[src/rtl/cache_mem_arbiter.sv]
// Arbitrates main memory between the I/D line-fill FSMs and the D-cache write-through path.
// Optional round-robin fill arbitration: define ARB_ROUND_ROBIN_EN.
module cache_mem_arbiter #(
  parameter int LINE_WORDS = 8
) (
  input  logic        clk,
  input  logic        rst_n,
  input  logic        i_req,
  output logic        i_grant,
  input  logic        i_mem_en,
  input  logic [15:0] i_addr,
  output logic [15:0] i_data,
  output logic        i_data_valid,
  input  logic        d_req,
  output logic        d_grant,
  input  logic        d_mem_en,
  input  logic [15:0] d_addr,
  output logic [15:0] d_data,
  output logic        d_data_valid,
  input  logic        d_wr_en,
  input  logic [15:0] d_wr_addr,
  input  logic [15:0] d_wr_data,
  output logic        d_wr_ack,
  output logic        mem_enable,
  output logic        mem_wr,
  output logic [15:0] mem_addr,
  output logic [15:0] mem_wdata,
  input  logic [15:0] mem_rdata,
  input  logic        mem_rdata_valid,
  output logic [1:0]  dbg_state,
  output logic [3:0]  dbg_beats
);

  // Handshake: a requester is served in the cycle its grant/ack is high; a
  // fill owner keeps memory until LINE_WORDS beats have been routed back.
  typedef enum logic [1:0] {IDLE = 2'd0, I_FILL = 2'd1, D_FILL = 2'd2} owner_t;

  localparam logic [3:0] LAST_BEAT = 4'(LINE_WORDS - 1);

  owner_t     state, state_nxt;
  logic [3:0] beats, beats_nxt;

`ifdef ARB_ROUND_ROBIN_EN
  logic last_fill, last_fill_nxt;  // 0 = I side, 1 = D side
  logic pick_d;
`endif

  // Grants; rst_n gating forces them low while reset is asserted.
  always_comb begin
    i_grant  = 1'b0;
    d_grant  = 1'b0;
    d_wr_ack = 1'b0;
`ifdef ARB_ROUND_ROBIN_EN
    pick_d   = d_req & (~i_req | ~last_fill);
`endif
    if (rst_n && state == IDLE) begin
`ifdef ARB_ROUND_ROBIN_EN
      d_grant  = pick_d;
      i_grant  = i_req & ~pick_d;
      d_wr_ack = d_wr_en & ~d_req & ~i_req;
`else
      d_grant  = d_req;
      d_wr_ack = d_wr_en & ~d_req;
      i_grant  = i_req & ~d_req & ~d_wr_en;
`endif
    end
  end

  always_comb begin
    mem_enable = 1'b0;
    mem_wr     = 1'b0;
    mem_addr   = 16'h0000;
    mem_wdata  = 16'h0000;
    case (state)
      IDLE: begin
        if (d_grant) begin
          mem_enable = d_mem_en;
          mem_addr   = d_addr;
        end else if (d_wr_ack) begin
          mem_enable = 1'b1;
          mem_wr     = 1'b1;
          mem_addr   = d_wr_addr;
          mem_wdata  = d_wr_data;
        end else if (i_grant) begin
          mem_enable = i_mem_en;
          mem_addr   = i_addr;
        end
      end
      I_FILL: begin
        mem_enable = i_mem_en;
        mem_addr   = i_addr;
      end
      D_FILL: begin
        mem_enable = d_mem_en;
        mem_addr   = d_addr;
      end
      default: ;
    endcase
  end

  assign i_data       = mem_rdata;
  assign d_data       = mem_rdata;
  assign i_data_valid = mem_rdata_valid & (state == I_FILL);
  assign d_data_valid = mem_rdata_valid & (state == D_FILL);
  assign dbg_state    = state;
  assign dbg_beats    = beats;

  always_comb begin
    state_nxt = state;
    beats_nxt = beats;
    case (state)
      IDLE: begin
        if (d_grant) begin
          state_nxt = D_FILL;
          beats_nxt = 4'd0;
        end else if (i_grant) begin
          state_nxt = I_FILL;
          beats_nxt = 4'd0;
        end
      end
      I_FILL, D_FILL: begin
        if (mem_rdata_valid) begin
          if (beats == LAST_BEAT) begin
            state_nxt = IDLE;
            beats_nxt = 4'd0;
          end else begin
            beats_nxt = beats + 4'd1;
          end
        end
      end
      default: begin
        state_nxt = IDLE;
        beats_nxt = 4'd0;
      end
    endcase
  end

  always_ff @(posedge clk or negedge rst_n) begin
    if (!rst_n) begin
      state <= IDLE;
      beats <= 4'd0;
    end else begin
      state <= state_nxt;
      beats <= beats_nxt;
    end
  end

`ifdef ARB_ROUND_ROBIN_EN
  always_comb begin
    last_fill_nxt = last_fill;
    if (d_grant)      last_fill_nxt = 1'b1;
    else if (i_grant) last_fill_nxt = 1'b0;
  end

  always_ff @(posedge clk or negedge rst_n) begin
    if (!rst_n) last_fill <= 1'b0;
    else        last_fill <= last_fill_nxt;
  end
`endif

endmodule

[config.mk]
export PLATFORM = sky130hd
export DESIGN_NAME = cache_mem_arbiter
export DESIGN_NICKNAME = d
export VERILOG_FILES = /design/src/rtl/cache_mem_arbiter.sv
export SDC_FILE = /design/constraint.sdc
export NUM_CORES = 1
export LEC_CHECK = 0
export ABC_AREA = 1
export BUFFER_PORTS_ARGS = -buffer_cell sky130_fd_sc_hd__buf_2
export CAP_MARGIN = 40
export CORE_UTILIZATION = 33
export DETAILED_ROUTE_END_ITERATION = 10
export PLACE_DENSITY_LB_ADDON = 0.15
export SLEW_MARGIN = 10
export SYNTH_ARGS = -nofsm -noshare
export SYNTH_HDL_FRONTEND = slang
export SYNTH_SLANG_ARGS = --single-unit
[constraint.sdc]
create_clock -name clk -period 1.8 [get_ports clk]
set_input_delay 0.18 -clock clk [delete_from_list [all_inputs] [get_ports clk]]
set_output_delay 0.18 -clock clk [all_outputs]
set_load 0.05 [all_outputs]
======== Word-level counts from Yosys, hierarchy flattened ========
Index checks and enable logic that the tools add are counted.
cells by class
  equal/unequal tests ..................... 6
  bitwise gates (word level) .............. 7
  order comparisons ....................... 0
  divide/modulo/power cells ............... 0
  $add $sub $neg .......................... 1
  multiplexer cells ....................... 27
  shift operators ......................... 0
  multiply operators ...................... 0
  reduce and logical (&&, ||, !) cells .... 5
operators by type and width
  cell                   number
  $mux W16               6
  $pmux W16 S3           1
  $mux W4                4
  $mux W1                9
  $mux W2                4
  $pmux W4 S2            1
  $and A1 B1 Y1          5
  $add A4 B1 Y4 const B  1
  $eq A4 B3 Y1 const B   1
  $ne A2 B2 Y1 const B   2
  $pmux W2 S2            1
  $ne A3 B3 Y1 const B   1
  $pmux W1 S3            1
  $reduce_and A3 Y1      1
  $eq A2 B1 Y1 const B   1
  $eq A2 B2 Y1 const B   1
  $logic_not A2 Y1       1
  $not A1 Y1             2
  $reduce_and A2 Y1      1
  $reduce_or A2 Y1       1
  $logic_and A1 B1 Y1    1
storage, ports and cells
  input bits .............................. 88
  output and inout port bits .............. 77
  memory bits (read-only) ................. 0
  latch bits .............................. 0
  bits in registers ....................... 6
  memories kept ........................... 0
  memory bits (writable) .................. 0

======== Logic depth before layout (Yosys ltp) ========
Gate-level depths: netlist of the first run.
  depth after elaboration ................. 8
  depth in mapped cells ................... 9
  mapped depth without buffers ............ 9

======== Least setup slack after synthesis of the first run ========
OpenSTA, ideal clock, no wires.
  kind .................................... register to output
  from .................................... register state[0], in the netlist dbg_state[0]
  to ...................................... output port mem_enable
  slack ................................... -0.632 ns
  buffers on the path ..................... 1
  data required time ...................... 1.620 ns
  stages on the path, launching flop included .. 8
  arrival ................................. 2.252 ns
  path through ............................ dfrtp_1 > inv_1 > ha_1 > nand2_2 > nor2_4 > buf_6 > a21oi_1 > a21oi_1
on the way
  elaborated cells on any way between the ends .. 11
  classes of those cells .................. eq/ne: 2; mux: 7; reduce/logical: 2
RTL lines
  item                    line  text
  from (decl)             40    owner_t state, state_nxt;
  from (signal assigned)  143   state <= state_nxt;
  $logic_not A2 Y1        56    if (rst_n && state == IDLE) begin
  $logic_and A1 B1 Y1     56
  $mux W1                 56
  net d_wr_ack            23    output logic d_wr_ack,
  $mux W1                 79    end else if (d_wr_ack) begin
  $mux W1                 76    if (d_grant) begin
  $pmux W1 S3             74    case (state)
  to (decl)               24    output logic mem_enable,
The timed path passes the listed nets, and every way through them passes these cells.

======== Worst setup path after layout of the first run ========
  from .................................... register state[1], in the netlist dbg_state[1]
  to ...................................... output port mem_addr[13]
on the way
  cells in the longest elaborated chain, start to end .. 7
  elaborated cells on any way between the ends .. 11
  classes of those cells .................. eq/ne: 2; mux: 7; reduce/logical: 2
RTL lines
  item                 line    text
  $logic_not A2 Y1     56, 74
  $logic_and A1 B1 Y1  56
  $mux W1              56
  $mux W16             84      end else if (i_grant) begin
  $mux W16             79
  $mux W16             76
  $pmux W16 S3 *       74
  to (decl)            26      output logic [15:0] mem_addr,
Every way passes the cells marked *; elsewhere a longest branch is shown, timed or not.

==> metrics.md, run 1 <==
| Metric | Value |
|---|---|
| Status | `complete, but fails checks` |
| Failing checks | `setup timing` |
| I/O pins | `165` |
| Yosys top cell area share | `0.242` |
| WL final | `4.95 mm` |
| First-pass detailed-route iteration total | `4` |
| CTS clk-pin slew, worst paths | `0.04 ns` |
| Data arrival time of the critical path | `1.77 ns` |
| Cells on worst reg2reg path | `11` |
| Max FO, Critical Path | `5` |
| Total CTS buffers | `3` |
| Clock Path Buffers | `2` |
| Initial antenna violation count | `0` |
| Hold WC Path Type | `in2reg` |
| Yosys warns | `0` |
| Crit end category | `primary output` |
| RR Startpoint | `dbg_state[1]` |
| Critical path required time | `1.62 ns` |
| Worst-Margin Slew | `0.473 ns` |
| Via count | `1744` |
| Fmax | `0.514 GHz` |
| Flops & latches, synth | `6` |
| Num Clock Sinks | `6` |
| Crit Path Class | `reg2out` |
| Setup TNS | `-1.83 ns` |
| Area leader, netlist | `nand2_1` |
| Core ar. | `0.00377 mm²` |
| First-pass GRT wire length | `6.91 mm` |
| RSZ-0062 raised after global routing | `yes` |
| Total GRT Usage | `0.206` |
| CP max-delay cell | `dfrtp_2` |
| Row count | `22` |
| DRT antenna net count | `0` |
| CP Depth | `9` |
| Syn avg cell area | `5.52 µm²` |
| Critical-path cell list | `inv_2 > ha_4 > nand2_4 > nor2_4 > nand2_4 > nand2_8 > nand2_1 > a21oi_4 > buf_6` |
| Die extent in x | `65.6 µm` |
| Most frequent cells in the layout | `82 x buf_2, 60 x nand2_1, 31 x buf_6` |
| Post-Syn Area | `0.00134 mm²` |
| Max-cap violations | `0` |
| Delay of the slowest critical-path stage | `0.40 ns` |
| Largest net degree at the start of global routing | `18` |
| Reg-to-Reg End | `dbg_beats[3]` |
| Root buf cell | `clkbuf_8` |
| Post-layout minimum cycle time | `1.95 ns` |
| Slew HR | `0.684` |
| Unique masters post-synth | `21` |
| Initial DRC Count | `77` |
| Die Area | `0.00430 mm²` |
| Worst Skew | `0.00848 ns` |
| Worst skew pair latency | `0.23 ns` |
| Starting density of the core | `0.354` |
| Vias per cell | `4.49` |
| Mapped Cells | `242` |
| # DRC | `0` |
| Register-to-Register Setup Slack | `0.14 ns` |
| Synth area leaders | `nand2_1 24%, buf_4 19%, inv_1 13%, dfrtp_1 11%, nor2_1 6.2%` |
| Hold Fails Final Rpt | `0` |
| IO Port Bufs | `116` |
| CTS tree | `built` |
| Final Cycle Share | `1.08` |
| Leakage | `1.39 nW` |
| CP bufs+invs | `2` |
| Seq/Total Area, Yosys | `0.112` |
| Die H | `65.6 µm` |
| Top delay family on crit path | `simple AND/OR/NAND/NOR gates` |
| Pwr dens | `1190 mW/mm²` |
| Total Nets Final | `434` |
| Remaining Overflow, GRT | `0` |
| Number of diodes | `0` |
| Cell mode on critical path | `nand2_4` |
| Setup ws final | `-0.145 ns` |
| RePlAce Congestion | `0.828` |
| Post-Place Cells | `375` |
| Detailed-route wire length per cell | `12.8 µm` |
| Commonest non-fill, non-tap cell in the layout | `buf_2` |
| DP Wirelength | `3.25 mm` |
| Mapped Nets | `335` |
| Vias in the first global route | `1484` |
| Area Overhead vs Synth | `92.9%` |
| Final non-filler cell total | `388` |
| VDD IR max | `0.693 mV` |
| HP Start | `mem_rdata_valid` |
| Critical path launch point type | `register` |
| Max-slew violations | `0` |
| Htree depth | `1` |
| Final setup viols | `25` |
| Layout cells sized above 1 | `0.671` |
| WHS Path Cells | `3` |
| WHS Endpoint | `dbg_beats[1]` |
## cells by family (layout without fill, tap and decap cells)
| kind of cell | Yosys count | in the layout | share of synthesized area |
|---|---|---|---|
| flops | 6 | 6 | 0.112 |
| buf+inv | 84 | 180 | 0.349 |
| compound gates | 22 | 22 | 0.107 |
| fa+ha+maj | 5 | 5 | 0.0469 |
| simple gates | 125 | 127 | 0.385 |
## flip-flops by register name, summed over array words and instances, names as in the netlist
register / flops
dbg_beats: 4
dbg_state: 2
## worst max path at each step
stage	endpoint	start	slack, ns
floorplan	mem_addr[13]	dbg_state[1]	-0.09
global placement	mem_addr[2]	dbg_state[1]	0.003
detailed placement	mem_addr[2]	dbg_state[1]	-0.01
CTS	mem_addr[8]	dbg_state[0]	-0.13
global route	mem_addr[13]	dbg_state[0]	-0.23
finish	mem_addr[13]	dbg_state[1]	-0.15
## cell usage after synthesis (all sizes together)
library cell and number:
buf 37, a21boi 1, nand2 93, o21ai 1
nand4 2, a21oi 20, nor3 1, dfrtp 6
clkbuf 1, inv 46, ha 5, nand3 5
nor2 24
## final cells by class
cell class / instances / area (µm²)
multi-input combinational: 154 / 1140
timing repair buffer: 130 / 1000
inverter: 46 / 180
clock buffer: 4 / 45.0
tap: 48 / 60.1
fill: 300 / 1200
sequential: 6 / 153
## per-layer routing
layer | up-vias | global-route usage | share of wire
li1 | 879 | - | -
met1 | 788 | 0.239 | 0.40
met2 | 69 | 0.370 | 0.51
met3 | 8 | 0.0399 | 0.078
met4 | 0 | 0.0788 | 0.015
met5 | - | 0 | 0
## what timing repair did
item,in CTS,in global routing
hold buffers,1,0
gates cloned,2,1
pin swaps,10,19
buffers inserted,4,1
resized for setup,84,48
hold endpoints to repair,6,0
setup endpoints to repair,33,34
## power by group
part / leakage, nW / switching, mW / internal [mW]
clock network: 0.0228 / 0.0636 / 0.153
registers: 0.0791 / 0.0269 / 0.164
logic: 1.29 / 1.67 / 0.984
## worst min-delay path: stages
cell     delay (ns)
buf_2          0.13
nand4_1        0.09
nand2_1        0.05
## metrics by stage
stage	worst slack (ns)	util	area, µm²	total power [mW]	hold WS (ns)
final	-0.145	0.683	2570	3.06	0.276
after global routing	-0.232	0.683	2570	3.23	0.286
after CTS	-0.127	0.637	2400	2.91	0.269
after detailed placement	-0.0113	0.533	2010	2.32	0.0436
after global placement	0.00296	0.533	2010	2.32	0.0423
after floorplan	-0.0913	-	1600	2.06	-0.116
No activity file was read; power rests on OpenSTA's default activity.
==> run 2, diff against run 1 <==
- CORE_AREA: default -> 2 2 64 66
- CORE_UTILIZATION: 33 -> default
- DIE_AREA: default -> 0 0 66 68
- TNS_END_PERCENT: default -> 100
- clock period: 1.8 -> 2.5 ns (I/O delays scaled with it)
==> run 2 against run 1 <==
Compared with the run above:
- the flow now finishes without violations
- clock skew down 0.0078 ns
- cell count down 3.4%
- die area up 4.3%
- register-to-register slack better by 0.77 ns
- critical path type is now in2out
- highest routed layer is now met3
==> metrics.md, run 2 (synthesis gave the netlist of run 1 again) <==
| Metric | Value |
|---|---|
| Status | `finished clean (was complete, but fails checks)` |
| Fmax | `0.427 GHz` |
| I/O pins | `165 (unchanged)` |
| FF/Latch Area | `150 µm² (was 153 µm²)` |
| Total CTS buffers | `3 (unchanged)` |
| Max reg flops | `4 (unchanged)` |
| Post CTS Setup Buffer Count | `0 (was 4)` |
| Clock Path Buffers | `2 (unchanged)` |
| WHS Endpoint | `dbg_beats[1] (unchanged)` |
| Root buf cell | `clkbuf_8 (unchanged)` |
| Initial DRC Count | `57 (was 77)` |
| RR Startpoint | `dbg_state[0] (was dbg_state[1])` |
| Vias per cell | `4.26 (was 4.49)` |
| Largest net degree at the start of global routing | `18 (unchanged)` |
| DP Wirelength | `3.55 mm (was 3.25 mm)` |
| Number of diodes | `0 (unchanged)` |
| Area of the multi-input gates | `723 µm² (was 0.00114 mm²)` |
| Critical path required time | `2.25 ns (was 1.62 ns)` |
| Critical-path cell list | `dlygate4sd3_1 > buf_2 > nand2_2 > nor2_4 > buf_4 > nand2_1 > nand2_1 > inv_1 > a21oi_1 > buf_2 (was inv_2 > ha_4 > nand2_4 > nor2_4 > nand2_4 > nand2_8 > nand2_1 > a21oi_4 > buf_6)` |
| Most frequent cells in the layout | `112 x buf_2, 86 x nand2_1, 46 x inv_1 (was 82 x buf_2, 60 x nand2_1, 31 x buf_6)` |
| Pwr dens | `903 mW/mm² (was 1190 mW/mm²)` |
| Critical path launch point type | `input port (was register)` |
| FILL cells | `444 (was 300)` |
| Hold Fails Final Rpt | `0 (unchanged)` |
| CTS clk-pin slew, worst paths | `0.03 ns (was 0.04 ns)` |
| DRT antenna net count | `0 (unchanged)` |
| Slew HR | `0.441 (was 0.684)` |
| CTS tree | `built (unchanged)` |
| WHS Path Cells | `3 (unchanged)` |
| Max-cap violations | `0 (unchanged)` |
| Register-to-Register Setup Slack | `0.91 ns (was 0.14 ns)` |
| Crit end category | `primary output (unchanged)` |
| Setup TNS | `0 ns (was -1.83 ns)` |
| Max-slew violations | `0 (unchanged)` |
| Die H | `68 µm (was 65.6 µm)` |
| Die extent in x | `66 µm (was 65.6 µm)` |
| Row count | `23 (was 22)` |
| Hold WC Path Type | `in2reg (unchanged)` |
| HP Start | `mem_rdata_valid (unchanged)` |
| Commonest non-fill, non-tap cell in the layout | `buf_2 (unchanged)` |
| Final Cycle Share | `0.938` |
| Total Nets Final | `420 (was 434)` |
| Core ar. | `0.00386 mm² (was 0.00377 mm²)` |
| Area Overhead vs Synth | `31.7% (was 92.9%)` |
| Post-layout util | `0.456 (was 0.683)` |
| WL final | `4.32 mm (was 4.95 mm)` |
| Starting density of the core | `0.346 (was 0.354)` |
| Via count | `1599 (was 1744)` |
| Initial antenna violation count | `0 (unchanged)` |
| Leakage | `1.19 nW (was 1.39 nW)` |
| CP max-delay cell | `dlygate4sd3_1 (was dfrtp_2)` |
| Final setup viols | `0 (was 25)` |
| # DRC | `0 (unchanged)` |
| First-pass detailed-route iteration total | `4 (unchanged)` |
| Remaining Overflow, GRT | `0 (unchanged)` |
| Worst-Margin Slew | `0.839 ns (was 0.473 ns)` |
| Final Hold Slack | `0.341 ns (was 0.276 ns)` |
| Detailed-route wire length per cell | `11.5 µm (was 12.8 µm)` |
| RSZ-0062 raised after global routing | `no (was yes)` |
| Data arrival time of the critical path | `2.09 ns (was 1.77 ns)` |
| Worst skew pair latency | `0.22 ns (was 0.23 ns)` |
| Die Area | `0.00449 mm² (was 0.00430 mm²)` |
| RePlAce Congestion | `0.758 (was 0.828)` |
| Overall Power | `1.59 mW (was 3.06 mW)` |
| Reg-to-Reg End | `dbg_state[1] (was dbg_beats[3])` |
| Num Clock Sinks | `6 (unchanged)` |
| Vias in the first global route | `1422 (was 1484)` |
| First-pass GRT wire length | `6.44 mm (was 6.91 mm)` |
| Layout cells sized above 1 | `0.425 (was 0.671)` |
| Max FO, Critical Path | `14 (was 5)` |
| Delay of the slowest critical-path stage | `0.53 ns (was 0.40 ns)` |
| Cells on worst reg2reg path | `8 (was 11)` |
| VDD IR max | `0.531 mV (was 0.693 mV)` |
| IO Port Bufs | `116 (unchanged)` |
| Worst Skew | `0.000679 ns (was 0.00848 ns)` |
| Htree depth | `1 (unchanged)` |
| Total GRT Usage | `0.181 (was 0.206)` |
| Crit Path Class | `in2out (was reg2out)` |
| Post-layout minimum cycle time | `2.34 ns` |
## run 2: stage by stage
stage	area, µm²	setup WS, ns	std cells
floorplan	1340	0.0161	242
global placement	1700	0.517	371
global route	1760	0.00104	375
finish	1760	0.156	375
CTS	1750	0.143	375
detailed placement	1700	0.456	371
## run 2: worst max path at each step
stage,from,endpoint
CTS,rst_n,mem_addr[10]
floorplan,dbg_state[0],mem_addr[12]
global placement,dbg_state[0],mem_addr[10]
global route,rst_n,mem_addr[11]
detailed placement,dbg_state[0],mem_addr[10]
finish,rst_n,mem_addr[10]
## run 2: repair_timing
item | CTS | global route
setup endpoints to repair | 0 | 4
hold buffers | 1 | 0
endpoints found under the hold margin | 6 | 0
gates resized for setup | 0 | 4
## run 2: cell type report
class / instances / share of cell area
inverters: 46 / 0.0982
clock buffers: 3 / 0.0235
repair buffers: 118 / 0.346
flip-flops and latches: 6 / 0.0854
multi-input cells: 152 / 0.411
well taps: 50 / 0.0356
## run 2: power by group
part / internal, mW / leakage (nW) / total (mW) / switching (mW)
Clock: 0.103 / 0.0216 / 0.140 / 0.0372
Combinational: 0.330 / 1.09 / 1.31 / 0.976
Sequential: 0.117 / 0.0821 / 0.142 / 0.0251
Total: 0.549 / 1.19 / 1.59 / 1.04
## run 2: worst max-delay path: cells and delay by family
kind | cells | cell delay (ns)
buffers and inverters | 5 | 1.29
AO/OA/AOI/OAI | 1 | 0.13
AND/OR/NAND/NOR | 4 | 0.42
## run 2: layer usage
metal,wire [µm],track usage,part of all wire
met1,1710,0.210,0.40
met2,2130,0.328,0.49
met3,482,0.0609,0.11
met4,0,0.0332,0
met5,0,0,0
==> run 3, diff against run 2 <==
- BUFFER_PORTS_ARGS: -buffer_cell sky130_fd_sc_hd__buf_2 -> default
- DONT_BUFFER_PORTS: default -> 1
==> run 3 against run 2 <==
Compared with the run above:
- global-route usage is 3.1 points lower
- combinational power is 16% higher
- clock power is 6% higher
==> metrics.md, run 3 (synthesis gave the netlist of run 1 again) <==
| Metric | Value |
|---|---|
| Num Clock Sinks | `6 (unchanged)` |
| Final non-filler cell total | `301 (was 375)` |
| Die Area | `0.00449 mm² (unchanged)` |
| Post-layout minimum cycle time | `2.12 ns (was 2.34 ns)` |
| Area after DPL | `0.00152 mm² (was 0.00170 mm²)` |
| Initial DRC Count | `54 (was 57)` |
| Clock share of power | `0.083 (was 0.088)` |
| Area Overhead vs Synth | `19.5% (was 31.7%)` |
| Max-cap violations | `0 (unchanged)` |
| Worst-Margin Slew | `0.799 ns (was 0.839 ns)` |
| Number of diodes | `0 (unchanged)` |
| Overall Power | `1.79 mW (was 1.59 mW)` |
| Leakage | `0.931 nW (was 1.19 nW)` |
| I/O pins | `165 (unchanged)` |
| Die H | `68 µm (unchanged)` |
| Net Sw Frac | `0.594 (was 0.654)` |
| Layout cells sized above 1 | `0.255 (was 0.425)` |
| Cell area after layout | `0.00160 mm² (was 0.00176 mm²)` |
| Total GRT Usage | `0.150 (was 0.181)` |
| Final setup viols | `0 (unchanged)` |
| Final Hold Slack | `0.190 ns (was 0.341 ns)` |
| DRT antenna net count | `0 (unchanged)` |
| Register-to-Register Setup Slack | `0.89 ns (was 0.91 ns)` |
| Vias per cell | `4.43 (was 4.26)` |
| Global Route met2 Usage | `0.260 (was 0.328)` |
| WL final | `3.97 mm (was 4.32 mm)` |
| Max reg flops | `4 (unchanged)` |
| Initial antenna violation count | `0 (unchanged)` |
| CP Depth | `10 (unchanged)` |
| First-pass detailed-route iteration total | `4 (unchanged)` |
| Busiest grt layer | `met2 (unchanged)` |
| CP bufs+invs | `4 (was 5)` |
| RePlAce Congestion | `0.726 (was 0.758)` |
| Starting density of the core | `0.346 (unchanged)` |
| Vias in the first global route | `1082 (was 1422)` |
| Remaining Overflow, GRT | `0 (unchanged)` |
| Cells on worst reg2reg path | `8 (unchanged)` |
| Clock Path Buffers | `2 (unchanged)` |
| Largest net degree at the start of global routing | `20 (was 18)` |
| Grt met3 use | `0.0658 (was 0.0609)` |
| Total CTS buffers | `3 (unchanged)` |
| Core ar. | `0.00386 mm² (unchanged)` |
| IO Port Bufs | `0 (was 116)` |
| Post-Place Cells | `294 (was 371)` |
| Hold WC Path Type | `in2reg (unchanged)` |
| Data arrival time of the critical path | `1.87 ns (was 2.09 ns)` |
| Post-layout util | `0.414 (was 0.456)` |
| Detailed-route wire length per cell | `13.2 µm (was 11.5 µm)` |
| Setup TNS | `0 ns (unchanged)` |
| Reg-to-Reg End | `dbg_state[0] (was dbg_state[1])` |
| Number of gates resized after CTS | `0 (unchanged)` |
| # DRC | `0 (unchanged)` |
| Comb power frac | `0.849 (was 0.822)` |
| Delay of the slowest critical-path stage | `0.36 ns (was 0.53 ns)` |
| Seq pwr share | `0.068 (was 0.089)` |
| Pwr dens | `1120 mW/mm² (was 903 mW/mm²)` |
| Top delay family on crit path | `buffers and inverters (unchanged)` |
| Switch Pwr | `1.07 mW (was 1.04 mW)` |
| Slew HR | `0.467 (was 0.441)` |
| Worst Skew | `0.00409 ns (was 0.000679 ns)` |
| Internal | `0.728 mW (was 0.549 mW)` |
| Crit Path Class | `reg2out (was in2out)` |
| Most frequent cells in the layout | `86 x nand2_1, 46 x inv_1, 34 x buf_4 (was 112 x buf_2, 86 x nand2_1, 46 x inv_1)` |
| WHS Endpoint | `dbg_beats[1] (unchanged)` |
| Row count | `23 (unchanged)` |
| Setup ws final | `0.379 ns (was 0.156 ns)` |
| Commonest non-fill, non-tap cell in the layout | `nand2_1 (was buf_2)` |
| Max FO, Critical Path | `12 (was 14)` |
| Worst skew pair latency | `0.23 ns (was 0.22 ns)` |
| WHS Path Cells | `2 (was 3)` |
| RR Startpoint | `dbg_state[0] (unchanged)` |
| CTS clk-pin slew, worst paths | `0.04 ns (was 0.03 ns)` |
| Die extent in x | `66 µm (unchanged)` |
| Max-slew violations | `0 (unchanged)` |
| Critical-path cell list | `inv_1 > ha_1 > nand2_2 > nor2_4 > buf_4 > nand2_1 > nand2_1 > inv_1 > a21oi_1 > buf_4 (was dlygate4sd3_1 > buf_2 > nand2_2 > nor2_4 > buf_4 > nand2_1 > nand2_1 > inv_1 > a21oi_1 > buf_2)` |
| Final Cycle Share | `0.848 (was 0.938)` |
| M1 GR Usage | `0.166 (was 0.210)` |
| Via count | `1334 (was 1599)` |
| Htree depth | `1 (unchanged)` |
| Critical path required time | `2.25 ns (about the same)` |
| HP Start | `mem_rdata_valid (unchanged)` |
| Status | `finished clean (unchanged)` |
| Root buf cell | `clkbuf_8 (unchanged)` |
| Critical path launch point type | `register (was input port)` |
| Hold Fails Final Rpt | `0 (unchanged)` |
| First-pass GRT wire length | `5.24 mm (was 6.44 mm)` |
| CP max-delay cell | `dfrtp_1 (was dlygate4sd3_1)` |
| CTS tree | `built (unchanged)` |
| Post-place setup slack | `0.365 ns (was 0.456 ns)` |
| VDD IR max | `0.471 mV (was 0.531 mV)` |
| RSZ-0062 raised after global routing | `no (unchanged)` |
| Crit end category | `primary output (unchanged)` |
| Total Nets Final | `346 (was 420)` |
| DP Wirelength | `3.19 mm (was 3.55 mm)` |
| Fmax | `0.471 GHz (was 0.427 GHz)` |
run 3: layer usage:
| metal | part of all wire | vias up |
|---|---|---|
| li1 | - | 697 |
| met2 | 0.50 | 77 |
| met3 | 0.13 | 3 |
| met5 | 0 | - |
| met4 | 0.0073 | 0 |
| met1 | 0.37 | 557 |
run 3: worst max-delay path by stage:
stage          slack, ns             to          from
5_1_grt             0.20    mem_addr[6]  dbg_state[0]
4_1_cts             0.13   mem_wdata[5]  dbg_state[0]
2_1_floorplan       0.02   mem_addr[12]  dbg_state[0]
3_5_place_dp        0.37  mem_wdata[13]  dbg_state[0]
6_report            0.38   mem_addr[12]  dbg_state[0]
3_3_place_gp        0.40   mem_wdata[4]  dbg_state[0]
run 3: worst reg2reg max path: stages, from the launching register on:
cell and delay [ns]:
dfrtp_1 0.36, inv_1 0.08, ha_1 0.19, nand2_2 0.10, nor2_2 0.10, nand2_2 0.11, inv_1 0.37, nand3_1 0.15
nand2_1 0.09
run 3: power by group through the flow:
stage	clock network, mW	logic [mW]	registers [mW]
finish	0.149	1.52	0.122
global placement	0	1.52	0.124
detailed placement	0	1.52	0.124
floorplan	0	1.10	0.202
global route	0.155	1.62	0.126
CTS	0.153	1.53	0.122
run 3: final cells by class:
cell class	count	area (µm²)
inverter	46	173
fill	417	2260
clock buffer	3	41.3
tap	50	62.6
sequential	6	150
multi-input combinational	152	723
timing repair buffer	44	445
run 3: what timing repair did:
item | CTS | global route
hold buffers | 1 | 0
endpoints found under the setup margin | 0 | 16
setup buffers | 0 | 3
hold endpoints to repair | 6 | 0
